$ cat src/rtl/mem_arbiter_pkg.sv
// mem_arbiter_pkg
//   Shared constants for the two-port SRAM arbiter: FSM state encoding and
//   default bus widths. Imported by mem_arbiter.
// Configuration macro: MEM_ARB_FIXED_PRIO_EN (see arb_rr_pick).
package mem_arbiter_pkg;

   localparam int ARB_ADDR_W_DEF  = 32;  // ADDRESS_LEN
   localparam int ARB_WDATA_W_DEF = 32;  // SRAM_DATA_LEN
   localparam int ARB_RDATA_W_DEF = 64;  // CACHE_BLOCK_DATA_LEN

   typedef enum logic [1:0] {
      ARB_IDLE = 2'd0,
      ARB_BUSY = 2'd1,
      ARB_DONE = 2'd2
   } arb_state_e;

endpackage

$ cat src/rtl/mem_arbiter_rr_pick.sv
// arb_rr_pick
//   Combinational 2-way request picker.
//   Ports:
//     req[1:0]  in   per-port request (rd_en | wr_en)
//     last_gnt  in   port that completed the previous transaction
//     valid     out  at least one request present
//     pick      out  chosen port
// Configuration macro: MEM_ARB_FIXED_PRIO_EN
//   defined   -> port 0 wins simultaneous requests
//   undefined -> round-robin, simultaneous requests go to !last_gnt
//   A lone request is always picked regardless of mode.
module arb_rr_pick (
   input  logic [1:0] req,
   input  logic       last_gnt,
   output logic       valid,
   output logic       pick
);

`ifdef MEM_ARB_FIXED_PRIO_EN
   // last_gnt has no influence on the fixed-priority choice.
   logic unused_last_gnt;
   assign unused_last_gnt = last_gnt;
`endif

   always_comb begin
      valid = |req;
      pick  = 1'b0;
      if (req == 2'b11) begin
`ifdef MEM_ARB_FIXED_PRIO_EN
         pick = 1'b0;
`else
         pick = ~last_gnt;
`endif
      end else begin
         // Single (or no) request: port 1 only if it is the one asking.
         pick = req[1];
      end
   end

endmodule

$ cat src/rtl/mem_arbiter.sv
// mem_arbiter
//   Shares one SRAM controller port between the data-cache controller
//   (port 0) and instruction fetch (port 1). One requester is granted at a
//   time; the SRAM enables are held until sram_ready, then the granted port
//   sees a one-cycle ready in the DONE state.
//   Ports:
//     clk, rst                 clock (rising) / async active-low reset
//     rN_rd_en, rN_wr_en       N=0,1 request enables, held until rN_ready
//     rN_address, rN_write_data N=0,1 request address / write data
//     rN_ready                 N=0,1 low = stall requester
//     rN_read_data             N=0,1 last block read for that port
//     sram_ready               done pulse from SRAM controller
//     sram_read_data           block read data from SRAM controller
//     sram_rd_en, sram_wr_en   enables to SRAM controller
//     sram_address, sram_write_data  muxed from granted port
// Configuration macro: MEM_ARB_FIXED_PRIO_EN (fixed priority, port 0 wins).
module mem_arbiter
   import mem_arbiter_pkg::*;
#(
   parameter int ADDR_W  = ARB_ADDR_W_DEF,
   parameter int WDATA_W = ARB_WDATA_W_DEF,
   parameter int RDATA_W = ARB_RDATA_W_DEF
) (
   input  logic               clk,
   input  logic               rst,
   input  logic               r0_rd_en,
   input  logic               r0_wr_en,
   input  logic [ADDR_W-1:0]  r0_address,
   input  logic [WDATA_W-1:0] r0_write_data,
   output logic               r0_ready,
   output logic [RDATA_W-1:0] r0_read_data,
   input  logic               r1_rd_en,
   input  logic               r1_wr_en,
   input  logic [ADDR_W-1:0]  r1_address,
   input  logic [WDATA_W-1:0] r1_write_data,
   output logic               r1_ready,
   output logic [RDATA_W-1:0] r1_read_data,
   input  logic               sram_ready,
   input  logic [RDATA_W-1:0] sram_read_data,
   output logic               sram_rd_en,
   output logic               sram_wr_en,
   output logic [ADDR_W-1:0]  sram_address,
   output logic [WDATA_W-1:0] sram_write_data
);

   arb_state_e         state_q, state_d;
   logic               gnt_q, gnt_d;
   logic               last_gnt_q, last_gnt_d;
   logic               is_wr_q, is_wr_d;
   logic [RDATA_W-1:0] rdata0_q, rdata0_d;
   logic [RDATA_W-1:0] rdata1_q, rdata1_d;

   logic [1:0] req;
   logic       pick_valid;
   logic       pick;

   assign req = {r1_rd_en | r1_wr_en, r0_rd_en | r0_wr_en};

   arb_rr_pick u_pick (
      .req      (req),
      .last_gnt (last_gnt_q),
      .valid    (pick_valid),
      .pick     (pick)
   );

   always_comb begin
      state_d    = state_q;
      gnt_d      = gnt_q;
      last_gnt_d = last_gnt_q;
      is_wr_d    = is_wr_q;
      rdata0_d   = rdata0_q;
      rdata1_d   = rdata1_q;
      sram_rd_en = 1'b0;
      sram_wr_en = 1'b0;

      case (state_q)
         ARB_IDLE: begin
            if (pick_valid) begin
               gnt_d   = pick;
               // A port asserting both enables is served as a write.
               is_wr_d = pick ? r1_wr_en : r0_wr_en;
               state_d = ARB_BUSY;
            end
         end
         ARB_BUSY: begin
            sram_rd_en = ~is_wr_q;
            sram_wr_en = is_wr_q;
            if (sram_ready) begin
               state_d    = ARB_DONE;
               last_gnt_d = gnt_q;
               if (!is_wr_q) begin
                  if (gnt_q) rdata1_d = sram_read_data;
                  else       rdata0_d = sram_read_data;
               end
            end
         end
         // One cycle so the requester can drop its enables before the
         // next arbitration in IDLE.
         ARB_DONE: state_d = ARB_IDLE;
         default:  state_d = ARB_IDLE;
      endcase
   end

   always_ff @(posedge clk or negedge rst) begin
      if (!rst) begin
         state_q    <= ARB_IDLE;
         gnt_q      <= 1'b0;
         last_gnt_q <= 1'b1;
         is_wr_q    <= 1'b0;
         rdata0_q   <= '0;
         rdata1_q   <= '0;
      end else begin
         state_q    <= state_d;
         gnt_q      <= gnt_d;
         last_gnt_q <= last_gnt_d;
         is_wr_q    <= is_wr_d;
         rdata0_q   <= rdata0_d;
         rdata1_q   <= rdata1_d;
      end
   end

   // Mux follows the gnt register directly; requesters keep address and
   // data stable while requesting, so nothing is latched here.
   assign sram_address    = gnt_q ? r1_address    : r0_address;
   assign sram_write_data = gnt_q ? r1_write_data : r0_write_data;

   assign r0_ready = ~req[0] | ((state_q == ARB_DONE) & ~gnt_q);
   assign r1_ready = ~req[1] | ((state_q == ARB_DONE) &  gnt_q);

   assign r0_read_data = rdata0_q;
   assign r1_read_data = rdata1_q;

endmodule

$ cat config.mk
export PLATFORM = sky130hd
export DESIGN_NAME = mem_arbiter
export DESIGN_NICKNAME = d
export VERILOG_FILES = /design/src/rtl/mem_arbiter_pkg.sv /design/src/rtl/mem_arbiter_rr_pick.sv /design/src/rtl/mem_arbiter.sv
export SDC_FILE = /design/constraint.sdc
export NUM_CORES = 1
export LEC_CHECK = 0
export BUFFER_PORTS_ARGS = -buffer_cell sky130_fd_sc_hd__buf_2
export CORE_AREA = 2 2 152 154
export DETAILED_ROUTE_END_ITERATION = 12
export DIE_AREA = 0 0 154 156
export HOLD_SLACK_MARGIN = 0.12
export SYNTH_ARGS = -nofsm -noshare
export SYNTH_HDL_FRONTEND = slang
export SYNTH_HIERARCHICAL = 1
export SYNTH_SLANG_ARGS = --single-unit
$ cat constraint.sdc
create_clock -name clk -period 2.2 [get_ports clk]
set_input_delay 0.44 -clock clk [delete_from_list [all_inputs] [get_ports clk]]
set_output_delay 0.44 -clock clk [all_outputs]
set_load 0.05 [all_outputs]
# Yosys cells after proc, flatten, opt, wreduce, memory -nomap -nowiden
# Index checks and enable logic that the tools add are counted.
[totals]
regBits = 133
input_bits = 199
out_inout_bits = 196
word_cells = 38
[classes]
n_eq_ne = 5
muxes = 9
bitwise = 11
reduce_logical = 7
[ops]
columns = ["cell", "count"]
rows = [
  ["$mux W32", 2],
  ["$reduce_and A4 Y1", 2],
  ["$reduce_and A2 Y1", 3],
  ["$not A1 Y1", 5],
  ["$eq A2 B2 Y1 const B", 2],
  ["$mux W1", 4],
  ["$mux W2", 2],
  ["$ne A2 B2 Y1 const B", 2],
  ["$or A1 B1 Y1", 4],
  ["$pmux W2 S2", 1],
  ["$and A1 B1 Y1", 2],
  ["$eq A2 B1 Y1 const B", 1],
  ["$logic_not A2 Y1", 1],
  ["$reduce_or A2 Y1", 1],
]

# Depth between registers and ports, before layout
[logic_depth]
word_depth = 4
ltp_mapped = 6
depth_no_buf = 5

# Hierarchy
# Netlist, hierarchy kept.
[by_module_without_submodules]
columns = ["mod", "instances", "cells_per_inst", "area_per_inst_um2", "seq_area_each_um2"]
rows = [
  ["mem_arbiter", 1, 367, 5775.5, 3329.4],
  ["arb_rr_pick", 1, 2, 13.8, 0.0],
]

# Least setup slack after synthesis
# Ideal clock, no wire load.
[synth_path]
path_type = "reg-to-output"
start = "register gnt_q"
end = "output port r0_ready"
t_arrival_ps = 1999
required_time_ps = 1760
path_slack_ps = -239
stages_incl_launch_ff = 5
n_path_buf = 3
cell_sequence = "dfrtp_1 > clkbuf_1 > clkbuf_1 > buf_2 > o21ai_0"
[synth_between]
elab_chain_len = 3
[synth_lines]
columns = ["element", "line", "text"]
rows = [
  ["from (decl)", "mem_arbiter.sv:47", "logic gnt_q, gnt_d;"],
  ["from (signal assigned)", "mem_arbiter.sv:114", "gnt_q <= gnt_d;"],
  ["$not A1 Y1 (no line)", "n/a", ""],
  ["$and A1 B1 Y1", "mem_arbiter.sv:127", "assign r0_ready = ~req[0] | ((state_q == ARB_DONE) & ~gnt_q);"],
  ["$or A1 B1 Y1", "mem_arbiter.sv:127", ""],
  ["to (decl)", "mem_arbiter.sv:30", "output logic r0_ready,"],
]
# No other way between the ends.

# Final worst setup path
[layout_path]
start = "register gnt_q"
end = "output port sram_address[11]"
[layout_between]
elab_chain_len = 1
[layout_lines]
columns = ["element", "line", "text"]
rows = [
  ["$mux W32", "mem_arbiter.sv:124", "assign sram_address = gnt_q ? r1_address : r0_address;"],
  ["to (decl)", "mem_arbiter.sv:42", "output logic [ADDR_W-1:0] sram_address,"],
]
# No other way between the ends.

==> flow_summary.toml <==
[logic_synthesis]
synthAdderAreaFrac_pct = 0
ys_seq_elements = 133
yosys.area_share.xor_xnor_pct = 0
synth-main-ff-cell = "dfrtp_1"
avgSynthCellArea_um2 = 15.69
synth.distinct_cells = 26
ys_seq_area_share_pct = 57.51
synth_top_family_by_area = "multiplexers"
synth_mux_area_share_pct = 37.71
synth_edf_count = 0
synthArstFlopShare_pct = 100.0
synth-compound-area-share_pct = 0.6051
synthCells = 369
synth-simple-area-share_pct = 1.686
syn_area_um2 = 5789
yosys_warnings = 6
synthesis.nets = 568

[routing]
via_per_inst = 4.331
drtIter0Drc = 144
post_drt_wl_per_cell_um = 19.15
ant_nets = 0
num_vias = 4647
drc = 0
firstDrtPassIters = 4
finalWirelength_um = 20550

[run]
maxCapViolCount = 0

[finish]
utilization_pct = 39.31
areaGrowthSynthToFinish_pct = 51.85
nNetsFinal = 970
drive_above_1_share_pct = 73.09
layout_commonest_cell = "buf_2"
mostFrequentLayoutCells = "391 x buf_2, 133 x mux2_2, 131 x dfrtp_1, 60 x mux2_1, 17 x clkbuf_16"

[floorplanning]
dieArea_um2 = 24020
core-area_um2 = 22370
chipHeight_um = 156
rows = 55
io_pins = 395
die_w_um = 154
initial_core_util_pct = 25.89

[grt]
grt_pass1_vias = 4854
track_usage_pct = 16.72
grt_overflow = 0
grt_pass1_wl_um = 29690
grt_max_degree = 54
antenna_found_initial = 9

[timing]
grt_setup_unrepaired = "yes"
fin_ws_ps = 74.63
tns_ps = 0
slew-limit-headroom_pct = 66.01
min_period_ps = 2125
fin_crit_sh_pct = 96.61
worst_pin_slew_ps = 509.9
hold_viol = 0
max_clock_freq_mhz = 470.5
finalSetupViolations = 0
drv_slew = 0
skew_ps = 10.45

[clock_tree]
cts_tree = "built"
clock_latency_ps = 410
numCtsBuffers = 17
cts_sinks = 133
htree_levels = 4
cts_root_buffer = "clkbuf_16"
clkTransAtPathRegs_ps = 70
cts_setup_buffers = 0
clock_path_buffers = 2

[power_and_ir_drop]
power_per_cell_area_nw_per_um2 = 1927
finalPower_mw = 16.94
p_leak_nw = 4.465
peakVddDrop_uv = 799.1

[run_status]
status = "finished, final reports clean"

[placement]
hpwl_um = 16730
place_ws_ps = 344.4
io_buffer_count = 394
gp_congestion = 0.8657

[worst_setup_path]
cp-end-kind = "output pin"
cp.required_ps = 1760
cp-start-kind = "flip-flop"
cp_max_fo = 32
worstSetupPathType = "flip-flop to output pin"
critPathArrivalTime_ps = 1690

[min_path]
hold_class = "primary input to flip-flop"
metal layers:
| layer | GRT usage (%) | share of wire (%) | vias to the layer above |
|---|---|---|---|
| met2 | 27.50 | 48 | 229 |
| met1 | 19.41 | 39 | 2237 |
| met5 | 0 | 0.26 | - |
| met4 | 6.631 | 2.9 | 8 |
| met3 | 6.972 | 9.7 | 29 |
| li1 | - | - | 2144 |
critical path, cell delays in order, from the launching register on:
cell,delay (ps)
dfrtp_2,450
buf_12,220
mux2_2,390
buf_4,200
flip-flops by register name, summed over array words and instances (netlist names):
register,flops
last_gnt_q,1
r0_read_data,64
state_q,2
gnt_q,1
r1_read_data,64
is_wr_q,1
cell type report:
| class | instances | area (um2) |
|---|---|---|
| Antenna cell | 4 | 10.01 |
| Sequential cell | 133 | 3331 |
| Clock inverter | 12 | 166.4 |
| Multi-Input combinational cell | 214 | 2328 |
| Clock buffer | 20 | 446.7 |
| Fill cell | 2180 | 13570 |
| Tap cell | 285 | 356.6 |
| Inverter | 1 | 3.754 |
| Timing Repair Buffer | 404 | 2148 |
Yosys cell counts (all sizes together) (2+ instances only):
cell type	n	area [um2]
or2	3	18.77
and2	2	12.51
o21ai	3	15.01
nor3b	2	26.28
clkbuf	3	11.26
buf	18	128.9
nor2	2	7.510
mux2	193	2173
dfrtp	132	3303
logic make-up after synthesis:
kind of cell,count (synthesis)
DFF,133
AOI/OAI and AO/OA,6
and+or+nand+nor,14
muxes,194
buffers and inverters,22
through the flow:
| step | hold WS, ps | area [um2] | instances |
|---|---|---|---|
| floorplan | 144.4 | 5789 | 369 |
| detailed placement | 436.3 | 8140 | 1036 |
| CTS | 239.8 | 8771 | 1069 |
| global route | 245.0 | 8783 | 1070 |
| global placement | 435.3 | 8140 | 1036 |
| finish | 256.3 | 8791 | 1073 |
power breakdown:
group	switching, mW	total (mW)	internal, mW	leakage (nW)
registers	0.573	4.22	3.65	1.61
clock network	1.13	2.97	1.84	0.293
logic	7.20	9.75	2.55	2.56
total	8.91	16.9	8.04	4.46
worst paths after layout:
check,startpoint,endpoint,slack (ps),cells after the start
setup reg to reg,state_q[1],r0_read_data[36],480,4
hold reg to reg,r0_read_data[45],r0_read_data[45],480,1
max in group asynchronous,rst,last_gnt_q,1010,3
hold / removal,sram_read_data[47],r0_read_data[47],260,2
min in group asynchronous,rst,r1_read_data[24],550,2
setup / recovery,gnt_q,sram_address[11],70,3
what timing repair did:
action                                 in CTS  in global routing
hold buffers                                1                  0
endpoints found under the hold margin      50                  0
setup endpoints to repair                  34                 35
pin swaps                                   0                  0
gates resized for setup                     2                  5
No activity file was read; power rests on OpenSTA's default activity.
